==> config.mk <==
export PLATFORM = sky130hd
export DESIGN_NAME = frog_player_ctrl
export DESIGN_NICKNAME = d
export VERILOG_FILES = /design/src/rtl/frogger_pkg.sv /design/src/rtl/frog_move_gen.sv /design/src/rtl/frog_player_ctrl.sv
export SDC_FILE = /design/constraint.sdc
export NUM_CORES = 1
export LEC_CHECK = 0
export CAP_MARGIN = 30
export CORE_UTILIZATION = 40
export CTS_CLUSTER_SIZE = 12
export DETAILED_ROUTE_END_ITERATION = 8
export PLACE_DENSITY = 0.66
export SYNTH_ARGS = -nofsm -noshare
export SYNTH_HDL_FRONTEND = slang
export SYNTH_SLANG_ARGS = --single-unit
==> constraint.sdc <==
create_clock -name i_Clk -period 9.22 [get_ports i_Clk]
set_clock_uncertainty 0.15 [all_clocks]
set_input_delay 2.305 -clock i_Clk [delete_from_list [all_inputs] [get_ports i_Clk]]
set_output_delay 2.305 -clock i_Clk [all_outputs]
set_load 0.01 [all_outputs]
==> src/rtl/frogger_pkg.sv <==
// Shared definitions for the frog player controller.
// Contents: player FSM state encoding, score values for a filled pad and for
// completing a level, and the bit index of each direction in move vectors.
package frogger_pkg;

  typedef enum logic [1:0] {
    ST_IDLE      = 2'd0,
    ST_ALIVE     = 2'd1,
    ST_DYING     = 2'd2,
    ST_GAME_OVER = 2'd3
  } state_t;

  localparam int PAD_SCORE   = 10;  // points for landing on an empty pad
  localparam int LEVEL_BONUS = 50;  // extra points when the last pad fills

  // Bit positions in the 4-bit button / move vectors (also the priority order).
  localparam int DIR_UP    = 0;
  localparam int DIR_DOWN  = 1;
  localparam int DIR_LEFT  = 2;
  localparam int DIR_RIGHT = 3;
  localparam int NUM_DIRS  = 4;

endpackage

==> src/rtl/frog_move_gen.sv <==
// Button edge detector and optional auto-repeat generator.
// Optional feature: FROG_MOVE_REPEAT_EN enables auto-repeat of a held direction.
// Ports:
//   clk, rst_n   - clock, asynchronous active-low reset
//   frame_tick   - one-cycle pulse per video frame (repeat timebase)
//   enable       - frog is alive; repeat timing only runs while set
//   btn[3:0]     - debounced buttons, indexed by DIR_* from frogger_pkg
//   move[3:0]    - one-cycle move pulses, same indexing
module frog_move_gen
  import frogger_pkg::*;
(
  input  logic                clk,
  input  logic                rst_n,
  input  logic                frame_tick,
  input  logic                enable,
  input  logic [NUM_DIRS-1:0] btn,
  output logic [NUM_DIRS-1:0] move
);

  logic [NUM_DIRS-1:0] btn_reg;
  logic [NUM_DIRS-1:0] edge_pulse;

  always_ff @(posedge clk or negedge rst_n) begin
    if (!rst_n) begin
      btn_reg <= '0;
    end else begin
      btn_reg <= btn;
    end
  end

  genvar gi;
  generate
    for (gi = 0; gi < NUM_DIRS; gi++) begin : g_edge
      assign edge_pulse[gi] = btn[gi] & ~btn_reg[gi];
    end
  endgenerate

`ifdef FROG_MOVE_REPEAT_EN
  // The held direction is the highest-priority pressed button, one-hot.
  logic [NUM_DIRS-1:0] held;
  logic [NUM_DIRS-1:0] held_reg;
  logic [2:0]          rpt_cnt_reg;
  logic                rpt_fire;

  always_comb begin
    held = '0;
    if (btn[DIR_UP])         held[DIR_UP]    = 1'b1;
    else if (btn[DIR_DOWN])  held[DIR_DOWN]  = 1'b1;
    else if (btn[DIR_LEFT])  held[DIR_LEFT]  = 1'b1;
    else if (btn[DIR_RIGHT]) held[DIR_RIGHT] = 1'b1;
  end

  // Counter restarts whenever the held direction changes or is released;
  // the 3-bit counter wraps so it fires on every 8th tick.
  always_ff @(posedge clk or negedge rst_n) begin
    if (!rst_n) begin
      held_reg    <= '0;
      rpt_cnt_reg <= '0;
    end else begin
      held_reg <= held;
      if (!enable || (held == '0) || (held != held_reg)) begin
        rpt_cnt_reg <= '0;
      end else if (frame_tick) begin
        rpt_cnt_reg <= rpt_cnt_reg + 3'd1;
      end
    end
  end

  assign rpt_fire = enable && (held != '0) && (held == held_reg) &&
                    frame_tick && (rpt_cnt_reg == 3'd7);
  assign move     = edge_pulse | (rpt_fire ? held : '0);
`else
  logic unused_inputs;
  assign unused_inputs = enable ^ frame_tick;
  assign move          = edge_pulse;
`endif

endmodule

==> src/rtl/frog_player_ctrl.sv <==
// Frog player controller: position, lives, score, goal pads and death timing.
// Optional feature: FROG_MOVE_REPEAT_EN (auto-repeat of held directions,
// implemented inside frog_move_gen).
// Ports:
//   i_Clk, i_Rst_L          - clock, asynchronous active-low reset
//   i_Frame_Tick            - one pulse per video frame
//   i_Up/Down/Left/Right_Mvt- debounced buttons
//   i_Game_Active           - game running; low forces IDLE
//   i_Collided              - hazard overlap this cycle
//   i_Col/Row_Count_Div     - current tile coordinates of the video scan
//   o_Draw_Frogger          - registered frog pixel enable
//   o_Frogger_X/Y           - frog tile position
//   o_Score, o_Lives, o_Pads_Filled, o_Game_Over, o_State - status
module frog_player_ctrl
  import frogger_pkg::*;
#(
  parameter int GRID_W      = 14,
  parameter int GRID_H      = 15,
  parameter int START_X     = 10,
  parameter int START_Y     = 14,
  parameter int LIVES       = 3,
  parameter int PAD_COUNT   = 5,
  parameter int PAD_OFFSET  = 1,
  parameter int PAD_SPACING = 3,
  parameter int DEATH_TICKS = 30,
  parameter int SCORE_W     = 7
) (
  input  logic                 i_Clk,
  input  logic                 i_Rst_L,
  input  logic                 i_Frame_Tick,
  input  logic                 i_Up_Mvt,
  input  logic                 i_Down_Mvt,
  input  logic                 i_Left_Mvt,
  input  logic                 i_Right_Mvt,
  input  logic                 i_Game_Active,
  input  logic                 i_Collided,
  input  logic [5:0]           i_Col_Count_Div,
  input  logic [5:0]           i_Row_Count_Div,
  output logic                 o_Draw_Frogger,
  output logic [5:0]           o_Frogger_X,
  output logic [5:0]           o_Frogger_Y,
  output logic [SCORE_W-1:0]   o_Score,
  output logic [2:0]           o_Lives,
  output logic [PAD_COUNT-1:0] o_Pads_Filled,
  output logic                 o_Game_Over,
  output logic [1:0]           o_State
);

  // Death counter needs at least 3 bits because bit 2 drives the blink.
  localparam int DC_W  = ($clog2(DEATH_TICKS + 1) < 3) ? 3 : $clog2(DEATH_TICKS + 1);
  localparam int SUM_W = SCORE_W + 7;

  state_t               state_reg, state_next;
  logic [5:0]           x_reg, y_reg, x_move, y_move;
  logic [SCORE_W-1:0]   score_reg, score_goal;
  logic [2:0]           lives_reg;
  logic [PAD_COUNT-1:0] pads_reg, pad_hit, pads_merged;
  logic [DC_W-1:0]      death_cnt_reg;
  logic                 draw_reg;
  logic                 alive, game_over;
  logic                 goal_eval, goal_ok, level_done, dies, death_done;
  logic [6:0]           score_add;
  logic [SUM_W-1:0]     score_sum;
  logic [NUM_DIRS-1:0]  move;

  frog_move_gen u_move_gen (
    .clk        (i_Clk),
    .rst_n      (i_Rst_L),
    .frame_tick (i_Frame_Tick),
    .enable     (alive),
    .btn        ({i_Right_Mvt, i_Left_Mvt, i_Down_Mvt, i_Up_Mvt}),
    .move       (move)
  );

  // Highest-priority pulse wins even when it is blocked by an edge.
  always_comb begin
    x_move = x_reg;
    y_move = y_reg;
    if (move[DIR_UP]) begin
      if (y_reg != 6'd0) y_move = y_reg - 6'd1;
    end else if (move[DIR_DOWN]) begin
      if (y_reg != 6'(GRID_H - 1)) y_move = y_reg + 6'd1;
    end else if (move[DIR_LEFT]) begin
      if (x_reg != 6'd0) x_move = x_reg - 6'd1;
    end else if (move[DIR_RIGHT]) begin
      if (x_reg != 6'(GRID_W - 1)) x_move = x_reg + 6'd1;
    end
  end

  genvar gi;
  generate
    for (gi = 0; gi < PAD_COUNT; gi++) begin : g_pad
      assign pad_hit[gi] = (x_reg == 6'(PAD_OFFSET + gi * PAD_SPACING));
    end
  endgenerate

  // Goal evaluation happens on the cycle after the frog reaches row 0;
  // a collision in that cycle takes precedence.
  assign goal_eval   = alive && (y_reg == 6'd0) && !i_Collided;
  assign goal_ok     = |(pad_hit & ~pads_reg);
  assign pads_merged = pads_reg | pad_hit;
  assign level_done  = &pads_merged;
  assign dies        = alive && (i_Collided || (goal_eval && !goal_ok));
  assign death_done  = i_Frame_Tick && (death_cnt_reg == DC_W'(DEATH_TICKS - 1));

  assign score_add  = level_done ? 7'(PAD_SCORE + LEVEL_BONUS) : 7'(PAD_SCORE);
  assign score_sum  = SUM_W'(score_reg) + SUM_W'(score_add);
  assign score_goal = (|score_sum[SUM_W-1:SCORE_W]) ? '1 : score_sum[SCORE_W-1:0];

  // State register
  always_ff @(posedge i_Clk or negedge i_Rst_L) begin
    if (!i_Rst_L) state_reg <= ST_IDLE;
    else          state_reg <= state_next;
  end

  // Next-state logic
  always_comb begin
    state_next = state_reg;
    case (state_reg)
      ST_IDLE:      if (i_Game_Active) state_next = ST_ALIVE;
      ST_ALIVE:     if (dies) state_next = ST_DYING;
      ST_DYING:     if (death_done) state_next = (lives_reg != 3'd0) ? ST_ALIVE : ST_GAME_OVER;
      ST_GAME_OVER: state_next = ST_GAME_OVER;
      default:      state_next = ST_IDLE;
    endcase
    if (!i_Game_Active) state_next = ST_IDLE;
  end

  // Output decode
  always_comb begin
    alive     = (state_reg == ST_ALIVE);
    game_over = (state_reg == ST_GAME_OVER);
  end

  // Datapath: everything freezes while the game is inactive.
  always_ff @(posedge i_Clk or negedge i_Rst_L) begin
    if (!i_Rst_L) begin
      x_reg         <= 6'(START_X);
      y_reg         <= 6'(START_Y);
      score_reg     <= '0;
      lives_reg     <= 3'(LIVES);
      pads_reg      <= '0;
      death_cnt_reg <= '0;
    end else if (i_Game_Active) begin
      case (state_reg)
        ST_IDLE: begin
          x_reg         <= 6'(START_X);
          y_reg         <= 6'(START_Y);
          score_reg     <= '0;
          lives_reg     <= 3'(LIVES);
          pads_reg      <= '0;
          death_cnt_reg <= '0;
        end
        ST_ALIVE: begin
          if (dies) begin
            lives_reg     <= lives_reg - 3'd1;
            death_cnt_reg <= '0;
          end else if (goal_eval) begin
            score_reg <= score_goal;
            pads_reg  <= level_done ? '0 : pads_merged;
            x_reg     <= 6'(START_X);
            y_reg     <= 6'(START_Y);
          end else begin
            x_reg <= x_move;
            y_reg <= y_move;
          end
        end
        ST_DYING: begin
          if (death_done) begin
            death_cnt_reg <= '0;
            x_reg         <= 6'(START_X);
            y_reg         <= 6'(START_Y);
          end else if (i_Frame_Tick) begin
            death_cnt_reg <= death_cnt_reg + DC_W'(1);
          end
        end
        default: ;
      endcase
    end
  end

  // Pixel enable, one cycle behind the tile counters; blinks while dying.
  always_ff @(posedge i_Clk or negedge i_Rst_L) begin
    if (!i_Rst_L) begin
      draw_reg <= 1'b0;
    end else begin
      draw_reg <= (i_Col_Count_Div == x_reg) && (i_Row_Count_Div == y_reg) &&
                  (alive || ((state_reg == ST_DYING) && death_cnt_reg[2]));
    end
  end

  assign o_Draw_Frogger = draw_reg;
  assign o_Frogger_X    = x_reg;
  assign o_Frogger_Y    = y_reg;
  assign o_Score        = score_reg;
  assign o_Lives        = lives_reg;
  assign o_Pads_Filled  = pads_reg;
  assign o_Game_Over    = game_over;
  assign o_State        = state_reg;

endmodule
After elaboration in Yosys (flattened, before gate mapping):

Index checks and enable logic that the tools add are counted.

* input bits: 21
* logic and storage cells: 121
* register bits after elaboration: 39
* output and inout bits: 31

* equality and inequality tests: 28
* multiplexer cells: 38
* reductions and logical operators: 28
* bitwise gates (word level): 11
* add/sub/neg operators: 7

Operator list (count)
* two-way mux 6 bit: 17
* case mux 6 bit (3 select lines): 2
* two-way mux 5 bit: 6
* two-way mux 7 bit: 3
* != test 4 x 1 -> 1 bit (second input constant): 4
* case mux 5 bit (3 select lines): 1
* case mux 7 bit (2 select lines): 1
* adder 6 x 1 -> 6 bit (second input constant): 2
* == test 6 x 3 -> 1 bit (second input constant): 2
* == test 6 x 4 -> 1 bit (second input constant): 2
* == test 6 bit: 2
* != test 3 bit (second input constant): 4
* != test 6 x 4 -> 1 bit (second input constant): 2
* nonzero test 6 bit: 2
* subtractor 6 x 1 -> 6 bit (second input constant): 2
* case mux 5 bit (2 select lines): 1
* AND reduction 9 bit: 1
* adder 7 x 6 -> 8 bit: 1
* logical AND 1 bit: 8
* two-way mux 2 bit: 4
* != test 4 x 3 -> 1 bit (second input constant): 2
* case mux 2 bit (4 select lines): 1
* AND reduction 4 bit: 2
* AND reduction 7 bit: 1
* other kinds (27): 39

Longest topological paths before layout:

Gate-level depths: netlist of run 1.

* depth in word-level cells: 10
* gate-level depth with buffers: 13
* gate-level depth less buffers: 13

By module:

A second synthesis of run 1 with hierarchy kept.

* cell total of the unflattened synthesis: 286
* area, all modules: 2746.4 um2

By module, submodules not included
* frog_player_ctrl: instances 1, area each 2591.2 um2, sequential area each 884.6 um2, cells an instance 278
* frog_move_gen: instances 1, area each 155.1 um2, sequential area each 100.1 um2, cells an instance 8

Least setup slack after synthesis of run 1:

OpenSTA, ideal clock, no wires.

* path type: input port to flip-flop
* from: in i_Up_Mvt
* to: reg y_reg[5] (netlist: o_Frogger_Y[5])
* required time: 9.001 ns
* setup slack: 5.137 ns
* stages: 9
* arrival time: 3.863 ns
* library setup time: 0.069 ns
* path buffers: 0
* cells stage by stage: nand2b_1 inv_1 ha_1 a211oi_1 o21bai_1 a21oi_1 mux2i_1 or4_1 nand3_1

* word-level cells in the longest chain between the ends: 5
* elaborated cells between the ends (all ways): 9
* classes of those cells: 3 x eq/ne; 4 x mux; 1 x bitwise; 1 x reduce/logical

RTL lines
* start: declaration: line frog_player_ctrl.sv:31 `input logic i_Up_Mvt,`
* bitwise AND 1 bit *: line frog_move_gen.sv:34 `assign edge_pulse[gi] = btn[gi] & ~btn_reg[gi];`
* two-way mux 6 bit: line frog_player_ctrl.sv:79 `if (move[DIR_UP]) begin`
* two-way mux 6 bit: line frog_player_ctrl.sv:158 `end else if (goal_eval) begin`
* two-way mux 6 bit: line frog_player_ctrl.sv:155 `if (dies) begin`
* case mux 6 bit (3 select lines): line frog_player_ctrl.sv:145 `case (state_reg)`
* end signal: assignment: line frog_player_ctrl.sv:148 `y_reg <= 6'(START_Y);`
* end signal: assignment: line frog_player_ctrl.sv:162 `y_reg <= 6'(START_Y);`
* end signal: assignment: line frog_player_ctrl.sv:165 `y_reg <= y_move;`
* end: declaration: line frog_player_ctrl.sv:54 `logic [5:0] x_reg, y_reg, x_move, y_move;`

Mark *: on every way between the ends. The rest lies on a longest branch, timed or not. The select of a mux whose other input is x is not followed.
A chain may end at the register's enable or synchronous reset.

Worst setup path after layout of run 1:

Ends and elaborated chain as after synthesis.

==> metrics.yaml, run 1 <==
die_w_um: 85.3
place_ws_ps: 4460
pwr_density_cell_mw_per_mm2: 122
cts_tree: "yes"
nNetsFinal: 400
grt_max_degree: 40
hold_path_depth: 2
worst_setup_hold_path_clk_slew_ps: 70
critical_path.cell_chain: "clkdlybuf4s50_1 > nand2b_1 > inv_1 > ha_1 > a211oi_1 > o21bai_1 > a21oi_1 > mux2i_1 > or4_1 > nand3_1"
start_util_pct: 41.1
crit_type: "primary input to register"
syn-cell-area_mm2: 0.00278
place.gp.congestion: 0.872
synth_nets: 347
period_needed_ps: 4490
ir_drop_mv: 0.0568
setup_viol: 0
drive_gt1_share_pct: 10.2
hold_buffers: 0
post_drt_wl_per_cell_um: 14.9
async_flop_share_pct: 100
cp_top_family: "buffers and inverters"
cellLeakagePower_nw: 1.52
relSlewSlack_pct: 41.7
fmax_mhz: 223
drt_first_iter_violations: 86
final_antenna_net_count: 0
synth_edf_count: 0
timing.final.crit_share_pct: 48.7
slew_viol_final: 0
port-buffer-count: 51
grt_pass1_wl_um: 11300
grtUsageMet2_pct: 30.4
synth.avg_cell_area_um2: 9.05
seq_area_frac_synth_pct: 35.5
grt_use_met1_pct: 27.1
setup_tns_ps: 0
synth-main-ff-cell: "dfrtp_1"
grtUsageMet3_pct: 3.40
clockBufferDepth: 2
status: "finished clean"
core_mm2: 0.00676
first_pass_iters: 4
wirelength_um: 6570
worst_setup_path_start_kind: "primary input"
crit_fanout: 6
io_pins: 52
rsz0062_at_grt: "false"
hp-class: "register to register"
cap_violations: 0
die_area_mm2: 0.00728
grt_pass1_vias: 2443
htreeDepth: 2
antenna_found_initial: 0
ys_warn_count: 0
ys_ff_latch: 39
ff2ff_setup_slack_ps: 5490
num_antenna_cells: 0
rows: 30
arrival_ps: 4570
clock_latency_ps: 290
cts_root_buffer: "clkbuf_8"
cp-end-kind: "register"
synth_cell_types: 64
grt-busiest-layer: "met2"
cts_setup_buffers: 0
fill_cells: 636
cts-resized-gates: 0
worstMarginPinSlew_ps: 875
fin_cells: 441
numCtsBuffers: 5
vias: 2490
critical_path_buf_inv_count: 2
hold_viol: 0
gr-total-overflow: 0
grt.total_usage_pct: 19.6
avgViaCountPerCell: 5.65
cp_slowest_cell: "clkdlybuf4s50_1"
reg2reg_depth: 12
power_uw: 424
post-dp-hpwl_um: 4970
whs_ps: 359
final_cell_mix: "clkdlybuf4s50_1, dfrtp_1, nor2_1"
place_inst: 433
drcViolationCount: 0
largest_reg_flops: 7
cpPeakStageDelay_ps: 470
finalWorstSetupSlack_ps: 4730
area_growth_pct: 24.6
synthCells: 307
cp_num_cells: 10
cts_sinks: 39
worstPathRequired_ps: 9300
final_common_cell: "clkdlybuf4s50_1"
die_y_um: 85.3
==> layer usage <==
layer	wire length, µm	part of all wire (%)
met4	105	1.6
met3	257	3.9
met1	3220	49
met5	0	0
met2	2990	45
==> cell type report <==
cell class	count	area, µm²	area share (%)
Clock buffer	8	100	2.89
Timing Repair Buffer	51	505	14.6
Sequential cell	39	985	28.4
Inverter	21	78.8	2.28
Tap cell	80	100	2.89
Multi-Input combinational cell	242	1690	48.9
==> cell usage after synthesis, drive strengths merged (2+ instances only) <==
master    n  area, µm²
dfrtp    32        801
nor2     29        111
a21oi    22        125
o21ai    22        114
inv      21       78.8
nand2    18       67.6
ha       17        213
nand3    17       90.1
xnor2    15        131
nor2b     9       56.3
dfstp     7        184
nor3      7       45.0
a21o      6       47.6
a211oi    5       37.5
nand2b    5       31.3
nor4      5       46.3
a31oi     4       25.0
o31ai     4       40.0
or3       4       31.3
a2bb2oi   3       26.3
and2      3       18.8
clkbuf    3       11.3
nand4     3       18.8
nand4b    3       26.3
o211ai    3       22.5
o21ba     3       30.0
xor2      3       26.3
a31o      2       17.5
and3      2       12.5
buf       2       10.0
fa        2       40.0
o21a      2       15.0
o21bai    2       15.0
o22a      2       17.5
o2bb2ai   2       17.5
or2       2       12.5
or4       2       18.8
==> power by group <==
part	internal, mW	switching [mW]
sequential	0.181	0.0144
combinational	0.0479	0.0521
clock	0.0683	0.0606
==> worst register-to-register path, cell delays in order, from the launching register on <==
cell	delay, ps
dfrtp_1	580
nor4b_4	370
a21oi_1	120
nor4_1	400
o21ai_0	320
ha_1	300
fa_1	410
or2_2	300
nand3_1	80
a21boi_1	170
nor2_1	130
a21oi_1	50
a32o_1	260
==> path summary, 6_finish.rpt <==
path                           startpoint                     to
setup / recovery                 i_Up_Mvt         o_Frogger_Y[5]
hold / removal                 o_Lives[1]             o_Lives[1]
setup reg to reg           o_Frogger_X[2]             o_Score[0]
hold reg to reg                o_Lives[1]             o_Lives[1]
max in group asynchronous         i_Rst_L  u_move_gen.btn_reg[2]
min in group asynchronous         i_Rst_L       death_cnt_reg[1]
==> cells by family after synthesis <==
family                     count (synthesis)  synth area share, %
xor gates and xnor gates                  18                 5.68
DFF                                       39                 35.5
buffers and inverters                     26                 3.60
adders and majority gates                 19                 9.10
AOI/OAI and AO/OA                         90                 22.4
muxes                                      2                0.901
and+or+nand+nor                          113                 22.8
==> metrics by stage <==
step	util [%]	area (µm²)
after floorplan	-	2780
after global placement	49.8	3360
after detailed placement	49.8	3360
after CTS	51.2	3460
after global routing	51.2	3460
final	51.2	3460
No activity file was read; power rests on OpenSTA's default activity.
==> run 2, diff against run 1 <==
==> constraint.sdc (replaced) <==
create_clock -name i_Clk -period 4.7 [get_ports i_Clk]
set_clock_uncertainty 0.15 [all_clocks]
set_input_delay 1.175 -clock i_Clk [delete_from_list [all_inputs] [get_ports i_Clk]]
set_output_delay 1.175 -clock i_Clk [all_outputs]
set_load 0.01 [all_outputs]
==> metrics.yaml, run 2 (same netlist as run 1, synthesis figures left out) <==
switchingPower_uw: 254  # was 127 µW
swShare_pct: 31.5  # was 30.0%
htreeDepth: 2  # unchanged
die_w_um: 85.3  # unchanged
p_comb_share_pct: 24.4  # was 23.6%
crit_type: "register to register"  # was primary input to register
power_uw: 807  # was 424 µW
arrival_ps: 3740  # was 4570 ps
largest_reg_flops: 7  # unchanged
reg2reg_depth: 12  # unchanged
ff2ff_setup_slack_ps: 1000  # was 5490 ps
post-dp-hpwl_um: 4930  # was 4970 µm
pwr_density_cell_mw_per_mm2: 234  # was 122 mW/mm²
worstMarginPinSlew_ps: 876  # was 875 ps
cts_setup_buffers: 0  # unchanged
worstHoldStart: "o_Lives[1]"  # unchanged
core_mm2: 0.00676  # unchanged
grt.total_usage_pct: 19.3  # was 19.6%
reg2reg_from: "o_Frogger_X[2]"  # unchanged
die_area_mm2: 0.00728  # unchanged
hp-class: "register to register"  # unchanged
post_drt_wl_per_cell_um: 14.9  # about the same
drive_gt1_share_pct: 9.97  # was 10.2%
start_util_pct: 41.1  # unchanged
clockBufferDepth: 2  # unchanged
fmax_mhz: 270
p_int_uw: 553  # was 297 µW
die_y_um: 85.3  # unchanged
cts-resized-gates: 0  # unchanged
area_growth_pct: 24.0  # was 24.6%
first_pass_iters: 4  # unchanged
hold_buffers: 0  # unchanged
period_needed_ps: 3700
crit_fanout: 12  # was 6
place_inst: 433  # unchanged
slew_viol_final: 0  # unchanged
io_pins: 52  # unchanged
cts_tree: "yes"  # unchanged
gr-total-overflow: 0  # unchanged
clock_latency_ps: 300  # was 290 ps
relSlewSlack_pct: 41.6  # was 41.7%
vias: 2449  # was 2490
drt_first_iter_violations: 171  # was 86
hold_path_depth: 2  # unchanged
fin_cells: 441  # unchanged
worstPathRequired_ps: 4740  # was 9300 ps
final_cell_mix: "clkdlybuf4s50_1, dfrtp_1, nor2_1"  # unchanged
hold_viol: 0  # unchanged
drcViolationCount: 0  # unchanged
final_antenna_net_count: 0  # unchanged
grt_pass1_wl_um: 11300  # about the same
status: "finished clean"  # unchanged
num_antenna_cells: 0  # unchanged
power_frac_seq_pct: 47.4  # was 46.0%
grt_max_degree: 40  # unchanged
place.gp.congestion: 0.808  # was 0.872
avgViaCountPerCell: 5.55  # was 5.65
worst_setup_hold_path_clk_slew_ps: 80  # was 70 ps
p_clk_share_pct: 28.3  # was 30.4%
cts_sinks: 39  # unchanged
rsz0062_at_grt: "false"  # unchanged
nNetsFinal: 400  # unchanged
antenna_found_initial: 0  # unchanged
ir_drop_mv: 0.130  # was 0.0568 mV
min_to: "o_Lives[1]"  # unchanged
cts_root_buffer: "clkbuf_8"  # unchanged
cp-startpoint: "o_Frogger_X[2]"  # was i_Up_Mvt
wirelength_um: 6570  # about the same
cap_violations: 0  # unchanged
timing.final.crit_share_pct: 78.7
final_common_cell: "clkdlybuf4s50_1"  # unchanged
worst_setup_path_start_kind: "register"  # was primary input
port-buffer-count: 51  # unchanged
grt_pass1_vias: 2413  # was 2443
numCtsBuffers: 5  # unchanged
setup_tns_ps: 0  # unchanged
cp-end-kind: "register"  # unchanged
cellLeakagePower_nw: 1.51  # was 1.52 nW
rows: 30  # unchanged
setup_viol: 0  # unchanged
regToRegEndpoint: "o_Score[0]"  # unchanged
run 2: cell count changes in the layout (fill, tap and decap cells not counted), sizes merged:
cell    change
clkinv      +1
clkbuf      -1
run 2: cell type report:
cell class,instances,area [µm²]
clock inverter,1,5.00
fill,652,3310
inverter,21,78.8
sequential,39,985
timing repair buffer,51,505
multi-input combinational,242,1690
tap,80,100
clock buffer,7,76.3
run 2: per-layer routing:
layer,up-vias,part of all wire [%],GRT usage (%)
met1,1164,49,25.9
met5,-,0,0
met4,0,1.1,5.76
li1,1217,-,-
met2,61,46,31.9
met3,7,4.5,3.60
run 2: worst max-delay path by stage:
| stage | slack (ps) | cells after the start | end |
|---|---|---|---|
| after floorplan | 1340 | 13 | o_Score[0] |
| after global placement | 1030 | 12 | o_Score[0] |
| after detailed placement | 990 | 12 | o_Score[0] |
| after CTS | 960 | 12 | o_Score[0] |
| after global routing | 700 | 12 | o_Score[0] |
| final | 1000 | 12 | o_Score[0] |
run 2: per-stage QoR:
step	utilization, %	setup slack, ps	instance area (µm²)	hold WS, ps
2_1_floorplan	-	1340	2780	335
3_3_place_gp	49.8	1030	3360	340
3_5_place_dp	49.8	991	3360	350
4_1_cts	51.0	964	3440	366
5_1_grt	51.0	704	3440	391
6_report	51.0	1000	3440	357
run 2: worst max-delay path, cell delays in order (launching register included):
cell	delay, ps
dfrtp_1	590
nor4b_4	350
a21oi_1	110
nor4_1	400
o21ai_0	310
ha_1	300
fa_1	400
or2_2	300
nand3_1	90
a21boi_1	170
nor2_1	130
a21oi_1	50
a32o_1	260
run 2: power groups by stage:
stage / combinational (mW) / sequential, mW / clock (mW)
after floorplan: 0.120 / 0.382 / 0
after global placement: 0.195 / 0.388 / 0
after detailed placement: 0.197 / 0.388 / 0
after CTS: 0.198 / 0.382 / 0.232
after global routing: 0.217 / 0.386 / 0.244
final: 0.197 / 0.382 / 0.228
